$ cat src/rtl/multicycle_control_unit_if.sv
// Control/datapath bundle for the multicycle MIPS controller.
// master: the control FSM (reads decoder flags, ALU zero and memory ready;
//         drives mux selects, write enables, status pulses and state debug).
// slave : the datapath/memory side (the mirror image).
interface multicycle_control_unit_if;
  // decoder and datapath status
  logic [5:0] opcode;
  logic       flag_R_type;
  logic       flag_I_type;
  logic [1:0] flag_J_type;
  logic       flag_lw;
  logic       flag_sw;
  logic       mult_operation;
  logic       mflo_flag;
  logic       zero;
  logic       mem_ready;
  // controls
  logic       mem_req;
  logic       IorD;
  logic       MemWrite;
  logic       IRWrite;
  logic       PCWrite;
  logic [1:0] PCSrc;
  logic       ALUSrcA;
  logic [1:0] ALUSrcB;
  logic       alu_sub_force;
  logic       RegWrite;
  logic [1:0] MemtoReg;
  logic       link_write;
  logic       mult_start;
  logic       instr_done;
  logic       bus_error;
  logic       illegal_instr;
  logic [3:0] state_out;

  modport master (
    input  opcode, flag_R_type, flag_I_type, flag_J_type, flag_lw, flag_sw,
           mult_operation, mflo_flag, zero, mem_ready,
    output mem_req, IorD, MemWrite, IRWrite, PCWrite, PCSrc, ALUSrcA, ALUSrcB,
           alu_sub_force, RegWrite, MemtoReg, link_write, mult_start,
           instr_done, bus_error, illegal_instr, state_out
  );

  modport slave (
    output opcode, flag_R_type, flag_I_type, flag_J_type, flag_lw, flag_sw,
           mult_operation, mflo_flag, zero, mem_ready,
    input  mem_req, IorD, MemWrite, IRWrite, PCWrite, PCSrc, ALUSrcA, ALUSrcB,
           alu_sub_force, RegWrite, MemtoReg, link_write, mult_start,
           instr_done, bus_error, illegal_instr, state_out
  );
endinterface

$ cat src/rtl/multicycle_control_unit.sv
// Multicycle MIPS control FSM: fetch -> decode -> execute -> memory ->
// writeback over a shared ALU/memory datapath, with a memory-ready timeout
// and a fixed-latency multiplier wait.
// Ports:
//   clk    : system clock, rising edge
//   reset  : synchronous, active-high; all outputs forced to 0 while high
//   ctl_io : control bundle (master side), see multicycle_control_unit_if
//
// state     | meaning
// FETCH     | read instruction at PC, load IR, PC += 4
// DECODE    | branch target into ALUOut, dispatch
// EXEC_R    | rs op rt
// EXEC_I    | rs op imm
// MEM_ADDR  | rs + imm address computation
// MEM_READ  | load access
// MEM_WB    | load data into register file
// MEM_WRITE | store access
// ALU_WB    | ALUOut (or LO) into register file
// BRANCH    | beq/bne compare and conditional PC load
// JUMP      | j/jal/jr
// MULT_WAIT | wait for the multiplier
module multicycle_control_unit #(
  parameter int MEM_TIMEOUT  = 16,
  parameter int MULT_LATENCY = 4
) (
  input logic                          clk,
  input logic                          reset,
  multicycle_control_unit_if.master    ctl_io
);

  localparam int WW = $clog2(MEM_TIMEOUT);
  localparam int MW = $clog2(MULT_LATENCY + 1);
  localparam logic [WW-1:0] WAIT_LAST = WW'(MEM_TIMEOUT - 1);
  localparam logic [MW-1:0] MULT_LAST = MW'(MULT_LATENCY);

  typedef enum logic [3:0] {
    FETCH = 4'd0, DECODE = 4'd1, EXEC_R = 4'd2, EXEC_I = 4'd3,
    MEM_ADDR = 4'd4, MEM_READ = 4'd5, MEM_WB = 4'd6, MEM_WRITE = 4'd7,
    ALU_WB = 4'd8, BRANCH = 4'd9, JUMP = 4'd10, MULT_WAIT = 4'd11
  } state_t;

  state_t        state_q, state_d;
  logic [WW-1:0] wait_q, wait_d;
  logic [MW-1:0] mult_q, mult_d;
  logic          timeout;
  logic          waiting;

  // The controller does not need these decoder flags; opcode disambiguates.
  logic unused_flags;
  assign unused_flags = ^{ctl_io.flag_I_type, ctl_io.flag_lw, ctl_io.flag_sw};

  assign timeout = (wait_q == WAIT_LAST) && !ctl_io.mem_ready;
  assign waiting = (state_q == FETCH) || (state_q == MEM_READ) || (state_q == MEM_WRITE);
  assign ctl_io.state_out = reset ? 4'd0 : state_q;

  always_ff @(posedge clk) begin
    if (reset) begin
      state_q <= FETCH;
      wait_q  <= '0;
      mult_q  <= '0;
    end else begin
      state_q <= state_d;
      wait_q  <= wait_d;
      mult_q  <= mult_d;
    end
  end

  always_comb begin
    state_d              = state_q;
    wait_d               = wait_q;
    mult_d               = '0;
    ctl_io.mem_req       = 1'b0;
    ctl_io.IorD          = 1'b0;
    ctl_io.MemWrite      = 1'b0;
    ctl_io.IRWrite       = 1'b0;
    ctl_io.PCWrite       = 1'b0;
    ctl_io.PCSrc         = 2'd0;
    ctl_io.ALUSrcA       = 1'b0;
    ctl_io.ALUSrcB       = 2'd0;
    ctl_io.alu_sub_force = 1'b0;
    ctl_io.RegWrite      = 1'b0;
    ctl_io.MemtoReg      = 2'd0;
    ctl_io.link_write    = 1'b0;
    ctl_io.mult_start    = 1'b0;
    ctl_io.instr_done    = 1'b0;
    ctl_io.bus_error     = 1'b0;
    ctl_io.illegal_instr = 1'b0;

    if (reset) begin
      state_d = FETCH;
      wait_d  = '0;
    end else begin
      unique case (state_q)
        FETCH: begin
          ctl_io.mem_req = 1'b1;
          if (ctl_io.mem_ready) begin
            ctl_io.IRWrite = 1'b1;
            ctl_io.PCWrite = 1'b1;
            ctl_io.ALUSrcB = 2'd1;
            state_d        = DECODE;
          end else if (timeout) begin
            ctl_io.mem_req   = 1'b0;
            ctl_io.bus_error = 1'b1;
          end
        end
        DECODE: begin
          ctl_io.ALUSrcB = 2'd3;
          if (ctl_io.flag_J_type == 2'd2) begin
            state_d = JUMP;
          end else if (ctl_io.flag_J_type == 2'd1 &&
                       (ctl_io.opcode == 6'h02 || ctl_io.opcode == 6'h03)) begin
            state_d = JUMP;
          end else if (ctl_io.mult_operation) begin
            ctl_io.mult_start = 1'b1;
            state_d           = MULT_WAIT;
          end else if (ctl_io.flag_R_type) begin
            state_d = EXEC_R;
          end else begin
            case (ctl_io.opcode)
              6'h04, 6'h05:                      state_d = BRANCH;
              6'h23, 6'h2B:                      state_d = MEM_ADDR;
              6'h08, 6'h0A, 6'h0C, 6'h0D, 6'h0F: state_d = EXEC_I;
              default: begin
                ctl_io.illegal_instr = 1'b1;
                ctl_io.instr_done    = 1'b1;
                state_d              = FETCH;
              end
            endcase
          end
        end
        EXEC_R: begin
          ctl_io.ALUSrcA = 1'b1;
          state_d        = ALU_WB;
        end
        EXEC_I: begin
          ctl_io.ALUSrcA = 1'b1;
          ctl_io.ALUSrcB = 2'd2;
          state_d        = ALU_WB;
        end
        ALU_WB: begin
          ctl_io.RegWrite   = 1'b1;
          ctl_io.MemtoReg   = ctl_io.mflo_flag ? 2'd2 : 2'd0;
          ctl_io.instr_done = 1'b1;
          state_d           = FETCH;
        end
        MEM_ADDR: begin
          ctl_io.ALUSrcA = 1'b1;
          ctl_io.ALUSrcB = 2'd2;
          state_d        = (ctl_io.opcode == 6'h2B) ? MEM_WRITE : MEM_READ;
        end
        MEM_READ: begin
          ctl_io.mem_req = 1'b1;
          ctl_io.IorD    = 1'b1;
          if (ctl_io.mem_ready) begin
            state_d = MEM_WB;
          end else if (timeout) begin
            ctl_io.mem_req   = 1'b0;
            ctl_io.bus_error = 1'b1;
            state_d          = FETCH;
          end
        end
        MEM_WB: begin
          ctl_io.RegWrite   = 1'b1;
          ctl_io.MemtoReg   = 2'd1;
          ctl_io.instr_done = 1'b1;
          state_d           = FETCH;
        end
        MEM_WRITE: begin
          ctl_io.mem_req  = 1'b1;
          ctl_io.IorD     = 1'b1;
          ctl_io.MemWrite = 1'b1;
          if (ctl_io.mem_ready) begin
            ctl_io.instr_done = 1'b1;
            state_d           = FETCH;
          end else if (timeout) begin
            ctl_io.mem_req   = 1'b0;
            ctl_io.MemWrite  = 1'b0;
            ctl_io.bus_error = 1'b1;
            state_d          = FETCH;
          end
        end
        BRANCH: begin
          ctl_io.ALUSrcA       = 1'b1;
          ctl_io.alu_sub_force = 1'b1;
          ctl_io.PCSrc         = 2'd1;
          ctl_io.instr_done    = 1'b1;
          ctl_io.PCWrite       = (ctl_io.opcode == 6'h05) ? !ctl_io.zero : ctl_io.zero;
          state_d              = FETCH;
        end
        JUMP: begin
          ctl_io.PCWrite    = 1'b1;
          ctl_io.instr_done = 1'b1;
          ctl_io.PCSrc      = (ctl_io.flag_J_type == 2'd2) ? 2'd3 : 2'd2;
          if (ctl_io.opcode == 6'h03) begin
            ctl_io.RegWrite   = 1'b1;
            ctl_io.link_write = 1'b1;
            ctl_io.MemtoReg   = 2'd3;
          end
          state_d = FETCH;
        end
        MULT_WAIT: begin
          if (mult_q == MULT_LAST) begin
            ctl_io.instr_done = 1'b1;
            state_d           = FETCH;
          end
        end
        default: state_d = FETCH;
      endcase

      // Wait counter restarts on every entry to a memory-wait state,
      // including the FETCH -> FETCH retry after a timeout.
      if (state_d != state_q || ctl_io.bus_error) begin
        wait_d = '0;
      end else if (waiting && !ctl_io.mem_ready) begin
        wait_d = wait_q + 1'b1;
      end

      // Multiplier counter holds 1 on the first MULT_WAIT cycle.
      if (state_d == MULT_WAIT) begin
        mult_d = (state_q == MULT_WAIT) ? mult_q + 1'b1 : MW'(1);
      end
    end
  end

endmodule
$ cat src/flat_wrapper.sv
// flat-port wrapper written by rule: the top's interface ports become plain ports
module multicycle_control_unit_flat 
#(
  parameter int MEM_TIMEOUT  = 16,
  parameter int MULT_LATENCY = 4
)
  (clk, reset, ctl_io_opcode, ctl_io_flag_R_type, ctl_io_flag_I_type, ctl_io_flag_J_type, ctl_io_flag_lw, ctl_io_flag_sw, ctl_io_mult_operation, ctl_io_mflo_flag, ctl_io_zero, ctl_io_mem_ready, ctl_io_mem_req, ctl_io_IorD, ctl_io_MemWrite, ctl_io_IRWrite, ctl_io_PCWrite, ctl_io_PCSrc, ctl_io_ALUSrcA, ctl_io_ALUSrcB, ctl_io_alu_sub_force, ctl_io_RegWrite, ctl_io_MemtoReg, ctl_io_link_write, ctl_io_mult_start, ctl_io_instr_done, ctl_io_bus_error, ctl_io_illegal_instr, ctl_io_state_out);
  multicycle_control_unit_if ctl_io_i ();
  input logic clk;
  input logic reset;
  input wire logic [$bits(ctl_io_i.opcode)-1:0] ctl_io_opcode;
  input wire logic [$bits(ctl_io_i.flag_R_type)-1:0] ctl_io_flag_R_type;
  input wire logic [$bits(ctl_io_i.flag_I_type)-1:0] ctl_io_flag_I_type;
  input wire logic [$bits(ctl_io_i.flag_J_type)-1:0] ctl_io_flag_J_type;
  input wire logic [$bits(ctl_io_i.flag_lw)-1:0] ctl_io_flag_lw;
  input wire logic [$bits(ctl_io_i.flag_sw)-1:0] ctl_io_flag_sw;
  input wire logic [$bits(ctl_io_i.mult_operation)-1:0] ctl_io_mult_operation;
  input wire logic [$bits(ctl_io_i.mflo_flag)-1:0] ctl_io_mflo_flag;
  input wire logic [$bits(ctl_io_i.zero)-1:0] ctl_io_zero;
  input wire logic [$bits(ctl_io_i.mem_ready)-1:0] ctl_io_mem_ready;
  output wire logic [$bits(ctl_io_i.mem_req)-1:0] ctl_io_mem_req;
  output wire logic [$bits(ctl_io_i.IorD)-1:0] ctl_io_IorD;
  output wire logic [$bits(ctl_io_i.MemWrite)-1:0] ctl_io_MemWrite;
  output wire logic [$bits(ctl_io_i.IRWrite)-1:0] ctl_io_IRWrite;
  output wire logic [$bits(ctl_io_i.PCWrite)-1:0] ctl_io_PCWrite;
  output wire logic [$bits(ctl_io_i.PCSrc)-1:0] ctl_io_PCSrc;
  output wire logic [$bits(ctl_io_i.ALUSrcA)-1:0] ctl_io_ALUSrcA;
  output wire logic [$bits(ctl_io_i.ALUSrcB)-1:0] ctl_io_ALUSrcB;
  output wire logic [$bits(ctl_io_i.alu_sub_force)-1:0] ctl_io_alu_sub_force;
  output wire logic [$bits(ctl_io_i.RegWrite)-1:0] ctl_io_RegWrite;
  output wire logic [$bits(ctl_io_i.MemtoReg)-1:0] ctl_io_MemtoReg;
  output wire logic [$bits(ctl_io_i.link_write)-1:0] ctl_io_link_write;
  output wire logic [$bits(ctl_io_i.mult_start)-1:0] ctl_io_mult_start;
  output wire logic [$bits(ctl_io_i.instr_done)-1:0] ctl_io_instr_done;
  output wire logic [$bits(ctl_io_i.bus_error)-1:0] ctl_io_bus_error;
  output wire logic [$bits(ctl_io_i.illegal_instr)-1:0] ctl_io_illegal_instr;
  output wire logic [$bits(ctl_io_i.state_out)-1:0] ctl_io_state_out;
  assign ctl_io_i.opcode = ctl_io_opcode;
  assign ctl_io_i.flag_R_type = ctl_io_flag_R_type;
  assign ctl_io_i.flag_I_type = ctl_io_flag_I_type;
  assign ctl_io_i.flag_J_type = ctl_io_flag_J_type;
  assign ctl_io_i.flag_lw = ctl_io_flag_lw;
  assign ctl_io_i.flag_sw = ctl_io_flag_sw;
  assign ctl_io_i.mult_operation = ctl_io_mult_operation;
  assign ctl_io_i.mflo_flag = ctl_io_mflo_flag;
  assign ctl_io_i.zero = ctl_io_zero;
  assign ctl_io_i.mem_ready = ctl_io_mem_ready;
  assign ctl_io_mem_req = ctl_io_i.mem_req;
  assign ctl_io_IorD = ctl_io_i.IorD;
  assign ctl_io_MemWrite = ctl_io_i.MemWrite;
  assign ctl_io_IRWrite = ctl_io_i.IRWrite;
  assign ctl_io_PCWrite = ctl_io_i.PCWrite;
  assign ctl_io_PCSrc = ctl_io_i.PCSrc;
  assign ctl_io_ALUSrcA = ctl_io_i.ALUSrcA;
  assign ctl_io_ALUSrcB = ctl_io_i.ALUSrcB;
  assign ctl_io_alu_sub_force = ctl_io_i.alu_sub_force;
  assign ctl_io_RegWrite = ctl_io_i.RegWrite;
  assign ctl_io_MemtoReg = ctl_io_i.MemtoReg;
  assign ctl_io_link_write = ctl_io_i.link_write;
  assign ctl_io_mult_start = ctl_io_i.mult_start;
  assign ctl_io_instr_done = ctl_io_i.instr_done;
  assign ctl_io_bus_error = ctl_io_i.bus_error;
  assign ctl_io_illegal_instr = ctl_io_i.illegal_instr;
  assign ctl_io_state_out = ctl_io_i.state_out;
  multicycle_control_unit #(.MEM_TIMEOUT(MEM_TIMEOUT), .MULT_LATENCY(MULT_LATENCY)) u_core (.clk(clk), .reset(reset), .ctl_io(ctl_io_i));
endmodule
$ cat config.mk
export PLATFORM = sky130hd
export DESIGN_NAME = multicycle_control_unit_flat
export DESIGN_NICKNAME = d
export VERILOG_FILES = /design/src/rtl/multicycle_control_unit_if.sv /design/src/rtl/multicycle_control_unit.sv /design/src/flat_wrapper.sv
export SDC_FILE = /design/constraint.sdc
export NUM_CORES = 1
export LEC_CHECK = 0
export ABC_AREA = 1
export CORE_MARGIN = 4
export CORE_UTILIZATION = 35
export CTS_CLUSTER_SIZE = 25
export DETAILED_ROUTE_END_ITERATION = 16
export GPL_TIMING_DRIVEN = 0
export SLEW_MARGIN = 20
export SYNTH_ARGS = -nofsm -noshare
export SYNTH_HDL_FRONTEND = slang
export SYNTH_SLANG_ARGS = --single-unit
$ cat constraint.sdc
create_clock -name clk -period 4.6 [get_ports clk]
set_clock_uncertainty 0.1 [all_clocks]
set_input_delay 0.92 -clock clk [delete_from_list [all_inputs] [get_ports clk]]
set_output_delay 0.92 -clock clk [all_outputs]
set_load 0.02 [all_outputs]
======== Yosys cells after proc, flatten, opt, wreduce, memory -nomap -nowiden ========
Index checks and enable logic that the tools add are counted.
operators by class
  $add $sub $neg .......................... 2
  eq/ne operators ......................... 28
  reduce and logical (&&, ||, !) cells .... 24
  bitwise gates (word level) .............. 2
  mux-type cells .......................... 68
operators by type and width
  operator                                                          count
  4-bit two-way mux                                                 11
  1-bit two-way mux                                                 43
  6-bit by 4-bit == test with 1-bit output (second input constant)  5
  4-bit case mux with 7 select lines                                1
  4-bit == test (second input constant)                             6
  4-bit by 3-bit == test with 1-bit output (second input constant)  4
  2-bit OR reduction                                                8
  6-bit by 2-bit == test with 1-bit output (second input constant)  2
  6-bit by 3-bit == test with 1-bit output (second input constant)  2
  6-bit == test (second input constant)                             2
  2-bit two-way mux                                                 6
  2-bit case mux with 3 select lines                                2
  4-bit case mux with 3 select lines                                1
  9-bit OR reduction                                                1
  4-bit by 2-bit == test with 1-bit output (second input constant)  2
  4-bit OR reduction                                                2
  3-bit OR reduction                                                2
  5-bit OR reduction                                                1
  4-bit by 1-bit adder with 4-bit output (second input constant)    1
  4-bit by 1-bit == test with 1-bit output (second input constant)  1
  4-bit zero test                                                   1
  1-bit logical OR                                                  4
  4-bit inequality test                                             1
  1-bit case mux with 4 select lines                                1
  other kinds (10)                                                  14
storage, ports and cells
  logic and storage cells ................. 128
  flip-flop bits (word level) ............. 11
  bits of input ports ..................... 18
  output and inout port bits .............. 23

======== Logic depth before layout (Yosys ltp) ========
Gate-level depths: netlist of run 1.
  word-level depth ........................ 12
  gate-level depth with buffers ........... 10
  mapped depth without buffers ............ 10

======== Worst setup path after synthesis of run 1 ========
No wires, ideal clock.
  kind .................................... input to output
  start point ............................. in ctl_io_opcode[4]
  end point ............................... out ctl_io_RegWrite
  required time ........................... 3,580 ps
  data arrival time ....................... 1,810 ps
  stages .................................. 6
  path buffers ............................ 0
  slack ................................... 1,770 ps
  cells stage by stage .................... nor2_1 > nand2_1 > nor2_1 > nand2_1 > o21a_1 > a21oi_1
between the ends
  word-level cells in the longest chain between the ends .. 4
RTL lines
  what                                      line                            text
  from (decl)                               flat_wrapper.sv:11              input wire logic [$bits(ctl_io_i.opcode)-1:0] ctl_io_opcode;
  6-bit by 2-bit == test with 1-bit output  multicycle_control_unit.sv:194  if (ctl_io.opcode == 6'h03) begin
  1-bit two-way mux                         multicycle_control_unit.sv:194
  1-bit case mux with 2 select lines        multicycle_control_unit.sv:93   unique case (state_q)
  1-bit two-way mux                         multicycle_control_unit.sv:89   if (reset) begin
  to (decl)                                 flat_wrapper.sv:30              output wire logic [$bits(ctl_io_i.RegWrite)-1:0] ctl_io_RegWrite;
No other way between the ends.

======== Worst setup path in the final report of run 1 ========
Same ends and word-level chain as after synthesis.

==> reports/results.tsv, run 1 <==
metric	value	unit
status	finished clean	
areaGrowthSynthToFinish	36.64	%
crit_fanout	4	
crit_arrival	2.82	ns
post_cts_resized	0	
grt_pass1_vias	1284	
maxCapViolations	0	
cts_setup_buffers	0	
die_h	66.86	um
first_pass_iters	4	
drt_iter0_markers	69	
post-route-period-util	0.8355	
drive_gt1_frac	0.1618	
path_cells	clkdlybuf4s50_1 > nor2_1 > nand2_1 > nor2_1 > nand2_1 > o21a_1 > a21oi_1 > clkdlybuf4s50_1	
antenna_left	0	
ios	41	
ff2ff_setup_slack	2.88	ns
clock_latency	0.26	ns
yosysUniqueCellTypes	31	
synth-edff-count	0	
min_from	u_core.mult_q[0]	
ir_drop	0.09982	mV
r2r_cells	8	
synthesis.area	0.001212	mm2
r2r-end	u_core.wait_q[3]	
grt_use_total	0.1583	
synth_flop_cell	dfxtp_1	
clk_root_buffer_cell	clkbuf_4	
ctsHoldBuffers	0	
grt_max_degree	11	
cts_tree	yes	
worst_setup_path_start_kind	input port	
crit_type	input port to primary output	
cts_buffers	3	
crit_path_end_kind	primary output	
synthesis.nets	222	
gp_congestion	0.9038	
final_nets	263	
required	3.58	ns
dp_hpwl	2817	um
drv_slew	0	
ctsLongestPathBuffers	2	
final.min_clock_period	3.843	ns
max_slew_margin	0.6759	
synthCells	201	
tns	0	ns
antenna_cells	0	
synthArstFlopShare	0	
clkTransAtPathRegs	0.07	ns
finalWirelength	3317	um
worstHoldEndpoint	u_core.mult_q[0]	
die_x	66.86	um
reg2reg_from	u_core.wait_q[0]	
vias	1344	
utilization	0.4964	
max_stage_delay	0.62	ns
wire_per_inst	11.56	um
ys_seq_elements	11	
rows	21	
final-hold-violation-count	0	
h-tree-depth	1	
setup_viol	0	
core	0.003337	mm2
p_leak	0.0006978	uW
grt_pass1_wl	5609	um
synth_warnings	0	
io_buffer_count	36	
fmax	0.2602	GHz
cts_sinks	11	
max_slew.worst_pin.slew	0.4861	ns
start_util	0.3633	
syn_area_per_cell	6.032	um2
powerDensity	172.1	mW/mm2
grt_setup_unrepaired	no	
vias_per_cell	4.683	
synth-seq-area-share	0.1816	
overflow	0	
hold_path_depth	1	
die_area	0.004470	mm2
slowest_stage	clkdlybuf4s50_1	
drc_errors	0	
antenna_found_initial	0	
hp-class	flip-flop to flip-flop	
## critical path, delay by kind of cell
kind | cells | cell delay (ns)
AO/OA/AOI/OAI | 2 | 0.25
buffers and inverters | 2 | 1.06
AND/OR/NAND/NOR | 4 | 0.58
## kinds of logic (layout without fill, tap and decap cells)
| family | after synthesis | in the layout | share of synthesized area |
|---|---|---|---|
| AO/OA/AOI/OAI | 21 | 21 | 0.09804 |
| XOR/XNOR | 4 | 4 | 0.02890 |
| adder cells (fa/ha/maj) | 3 | 3 | 0.03096 |
| buffers and inverters | 39 | 79 | 0.1207 |
| flip-flops | 11 | 11 | 0.1816 |
| AND/OR/NAND/NOR | 123 | 123 | 0.5397 |
## power breakdown
group          internal (uW)  switching [uW]
combinational           46.9            70.2
sequential              98.3            4.63
clock                   33.6            31.5
## sequential cells by signal (all words and copies together), names as in the netlist
| name | count |
|---|---|
| u_core.wait_q | 4 |
| u_core.state_q | 4 |
| u_core.mult_q | 3 |
## synth_stat cells (2+ instances only)
cell type | count | area share
nand3_1 | 21 | 0.087
ha_1 | 3 | 0.031
nor3_1 | 5 | 0.021
inv_1 | 29 | 0.090
dfxtp_1 | 11 | 0.18
o21ai_0 | 3 | 0.012
nor2_2 | 7 | 0.036
nand2_4 | 3 | 0.028
o21ai_1 | 2 | 0.0083
a31oi_1 | 2 | 0.010
nand2_2 | 8 | 0.041
nand2_1 | 34 | 0.11
xnor2_1 | 3 | 0.022
nand4_1 | 3 | 0.015
clkbuf_1 | 2 | 0.0062
a21oi_1 | 10 | 0.041
nor2_4 | 2 | 0.019
inv_2 | 7 | 0.022
nor3_2 | 4 | 0.033
nor2_1 | 30 | 0.093
nand3_4 | 2 | 0.029
## per-stage QoR
step           total power, uW  setup WS, ns  cell area (um2)  hold WS [ns]  std cells
2_1_floorplan            180.8         1.770             1212        0.3320        201
3_3_place_gp             223.1        0.7550             1630        0.3547        283
3_5_place_dp             222.3        0.7472             1630        0.3591        283
4_1_cts                  289.8        0.7440             1657        0.3696        287
5_1_grt                  306.9        0.5182             1657        0.3837        287
6_report                 285.1        0.7567             1657        0.3608        287
## how the worst max path moves through the flow
stage / start / endpoint / depth (start not counted)
after floorplan: ctl_io_opcode[4] / ctl_io_RegWrite / 6
after global placement: ctl_io_opcode[4] / ctl_io_RegWrite / 8
after detailed placement: ctl_io_opcode[4] / ctl_io_RegWrite / 8
after CTS: ctl_io_opcode[4] / ctl_io_RegWrite / 8
after global routing: ctl_io_opcode[4] / ctl_io_RegWrite / 8
final: ctl_io_opcode[4] / ctl_io_RegWrite / 8
## layer usage
layer  track usage  vias to the layer above  share of wire
li1              -                      729              -
met1        0.2095                      574           0.46
met2        0.2624                       39           0.47
met3       0.03710                        2          0.062
met4       0.02785                        0         0.0051
met5             0                        -              0
## cell type report
class | count | area (um2)
Clock buffer | 4 | 26.28
Multi-Input combinational cell | 151 | 845.8
Fill cell | 370 | 1680
Buffer | 3 | 11.26
Inverter | 36 | 135.1
Sequential cell | 11 | 220.2
Timing Repair Buffer | 36 | 360.3
Tap cell | 46 | 57.56
## cells in the final DEF (no fill, tap or decap), drive strengths merged, types with 2 or more instances in the layout
| cell type | netlist | routed |
|---|---|---|
| nand2 | 45 | 45 |
| nand4 | 3 | 3 |
| o21ai | 6 | 6 |
| a31oi | 2 | 2 |
| clkbuf | 2 | 6 |
| ha | 3 | 3 |
| dfxtp | 11 | 11 |
| nand3 | 24 | 24 |
| xnor2 | 3 | 3 |
| inv | 36 | 36 |
| a21oi | 10 | 10 |
| nor3 | 10 | 10 |
| clkdlybuf4s50 | 0 | 36 |
| nor2 | 39 | 39 |
No activity file was read; power rests on OpenSTA's default activity.
==> run 2, diff against run 1 <==
==> constraint.sdc (replaced) <==
create_clock -name clk -period 3.6 [get_ports clk]
set_clock_uncertainty 0.1 [all_clocks]
set_input_delay 0.72 -clock clk [delete_from_list [all_inputs] [get_ports clk]]
set_output_delay 0.72 -clock clk [all_outputs]
set_load 0.02 [all_outputs]
==> run 2 against run 1 <==
Compared with the run above: setup slack worse by 0.55 ns; global-route usage unchanged; via count rose by 0.15%; clock power rose by 28%; register-to-register slack lost 1.0 ns; final cell count unchanged; die area stayed put; critical path depth rose by 1; sequential power is 28% higher; combinational power up 28%.
==> reports/results.tsv, run 2 (synthesis results as in run 1) <==
metric	value	unit	change
top_regs	u_core.state_q: 4 flops, u_core.wait_q: 4 flops, u_core.mult_q: 3 flops		unchanged
final_cell_mix	35 x clkdlybuf4s50_1, 34 x nand2_1, 29 x nor2_1, 29 x inv_1, 21 x nand3_1		was 36 x clkdlybuf4s50_1, 34 x nand2_1, 30 x nor2_1
pre_cts_slack	0.1472	ns	was 0.7472 ns
antenna_cells	0		unchanged
ctsLongestPathBuffers	2		unchanged
ir_drop	0.1276	mV	was 0.09982 mV
grt_use_total	0.1583		unchanged
crit_type	input port to primary output		unchanged
drc_errors	0		unchanged
grt_setup_unrepaired	no		unchanged
max_slew_margin	0.6762		was 0.6759
cts_tree	yes		unchanged
max_slew.worst_pin.slew	0.4857	ns	was 0.4861 ns
drive_gt1_frac	0.1660		was 0.1618
gp_congestion	0.9038		unchanged
antenna_found_initial	0		unchanged
finalWorstSetupSlack	0.2051	ns	was 0.7567 ns
io_buffer_count	36		unchanged
h-tree-depth	1		unchanged
clock_latency	0.26	ns	about the same
clkTransAtPathRegs	0.07	ns	about the same
grtUsageMet2	0.2624		unchanged
clk_root_buffer_cell	clkbuf_4		unchanged
cts_buffers	3		unchanged
final.min_clock_period	3.395	ns	
overflow	0		unchanged
status	finished clean		unchanged
tns	0	ns	unchanged
start_util	0.3633		unchanged
grtUsageMet1	0.2095		unchanged
setup_viol	0		unchanged
grt_pass1_wl	5609	um	unchanged
first_pass_iters	4		unchanged
powerDensity	219.3	mW/mm2	was 172.1 mW/mm2
vias	1346		was 1,344
hp-class	flip-flop to flip-flop		unchanged
die_h	66.86	um	unchanged
ctsHoldBuffers	0		unchanged
areaGrowthSynthToFinish	37.05	%	was 36.64%
final_nets	263		unchanged
placed_cells	283		unchanged
wire_per_inst	11.57	um	was 11.56 um
post-route-period-util	0.9430		
layout_commonest_cell	clkdlybuf4s50_1		unchanged
core	0.003337	mm2	unchanged
crit_arrival	2.57	ns	was 2.82 ns
use_met3	0.03710		unchanged
drv_slew	0		unchanged
crit_path_end_kind	primary output		unchanged
worst_setup_path_start_kind	input port		unchanged
drt_iter0_markers	62		was 69
grt_pass1_vias	1284		unchanged
fmax	0.2946	GHz	
crit_fanout	3		was 4
antenna_left	0		unchanged
busiest_layer	met2		unchanged
cts_sinks	11		unchanged
holdWs	0.3608	ns	unchanged
die_area	0.004470	mm2	unchanged
vias_per_cell	4.690		was 4.683
p_leak	0.0007132	uW	was 0.0006978 uW
ios	41		unchanged
rows	21		unchanged
final-hold-violation-count	0		unchanged
grt_max_degree	11		unchanged
dp_hpwl	2817	um	unchanged
fin_total_pwr	364.3	uW	was 285.1 uW
finalWirelength	3322	um	was 3317 um
required	2.78	ns	was 3.58 ns
die_x	66.86	um	unchanged
maxCapViolations	0		unchanged
final_cell_count_no_fill	287		unchanged
==> run 2: changes by cell type in the layout (fill, tap and decap cells not counted), sizes merged <==
cell,before,now
clkdlybuf4s50,36,35
dlymetal6s2s,0,1
==> run 2: worst paths after layout <==
kind / slack, ns / to / from / cells after the start
setup / recovery: 0.21 / ctl_io_instr_done / ctl_io_opcode[3] / 9
hold / removal: 0.36 / u_core.mult_q[0] / u_core.mult_q[0] / 1
setup reg to reg: 1.88 / u_core.wait_q[3] / u_core.wait_q[0] / 8
hold reg to reg: 0.36 / u_core.mult_q[0] / u_core.mult_q[0] / 1
==> run 2: area by class of cell <==
| type | count | area (um2) |
|---|---|---|
| timing repair buffer | 36 | 362.8 |
| multi-input combinational | 151 | 848.3 |
| inverter | 36 | 135.1 |
| tap | 46 | 57.56 |
| sequential | 11 | 220.2 |
| buffer | 3 | 11.26 |
| fill | 368 | 1675 |
| clock buffer | 4 | 26.28 |
==> run 2: timing repair <==
| action | CTS | global route |
|---|---|---|
| setup buffers | 0 | 0 |
| setup endpoints to repair | 0 | 2 |
| gates resized for setup | 0 | 2 |
==> run 2: metal layers <==
| metal | wire length [um] | vias to the layer above |
|---|---|---|
| li1 | - | 729 |
| met1 | 1536 | 573 |
| met2 | 1561 | 42 |
| met3 | 208 | 2 |
| met4 | 17 | 0 |
| met5 | 0 | - |
==> run 2: power breakdown <==
| part | switching, uW | internal [uW] | total [uW] |
|---|---|---|---|
| clock | 40.2 | 42.9 | 83.1 |
| sequential | 5.93 | 126 | 132 |
| combinational | 90.0 | 59.8 | 150 |
==> run 2: stage by stage <==
stage	instance area (um2)	utilization
4_1_cts	1657	0.4964
2_1_floorplan	1212	-
3_3_place_gp	1630	0.4886
3_5_place_dp	1630	0.4886
6_report	1662	0.4979
5_1_grt	1662	0.4979
==> run 2: critical path, cell delays in order <==
cell	delay (ns)
clkdlybuf4s50_1	0.50
inv_1	0.06
nor3_1	0.21
nand3_1	0.13
nand3_1	0.12
o22ai_1	0.07
o21ai_0	0.17
inv_1	0.05
clkdlybuf4s50_1	0.53
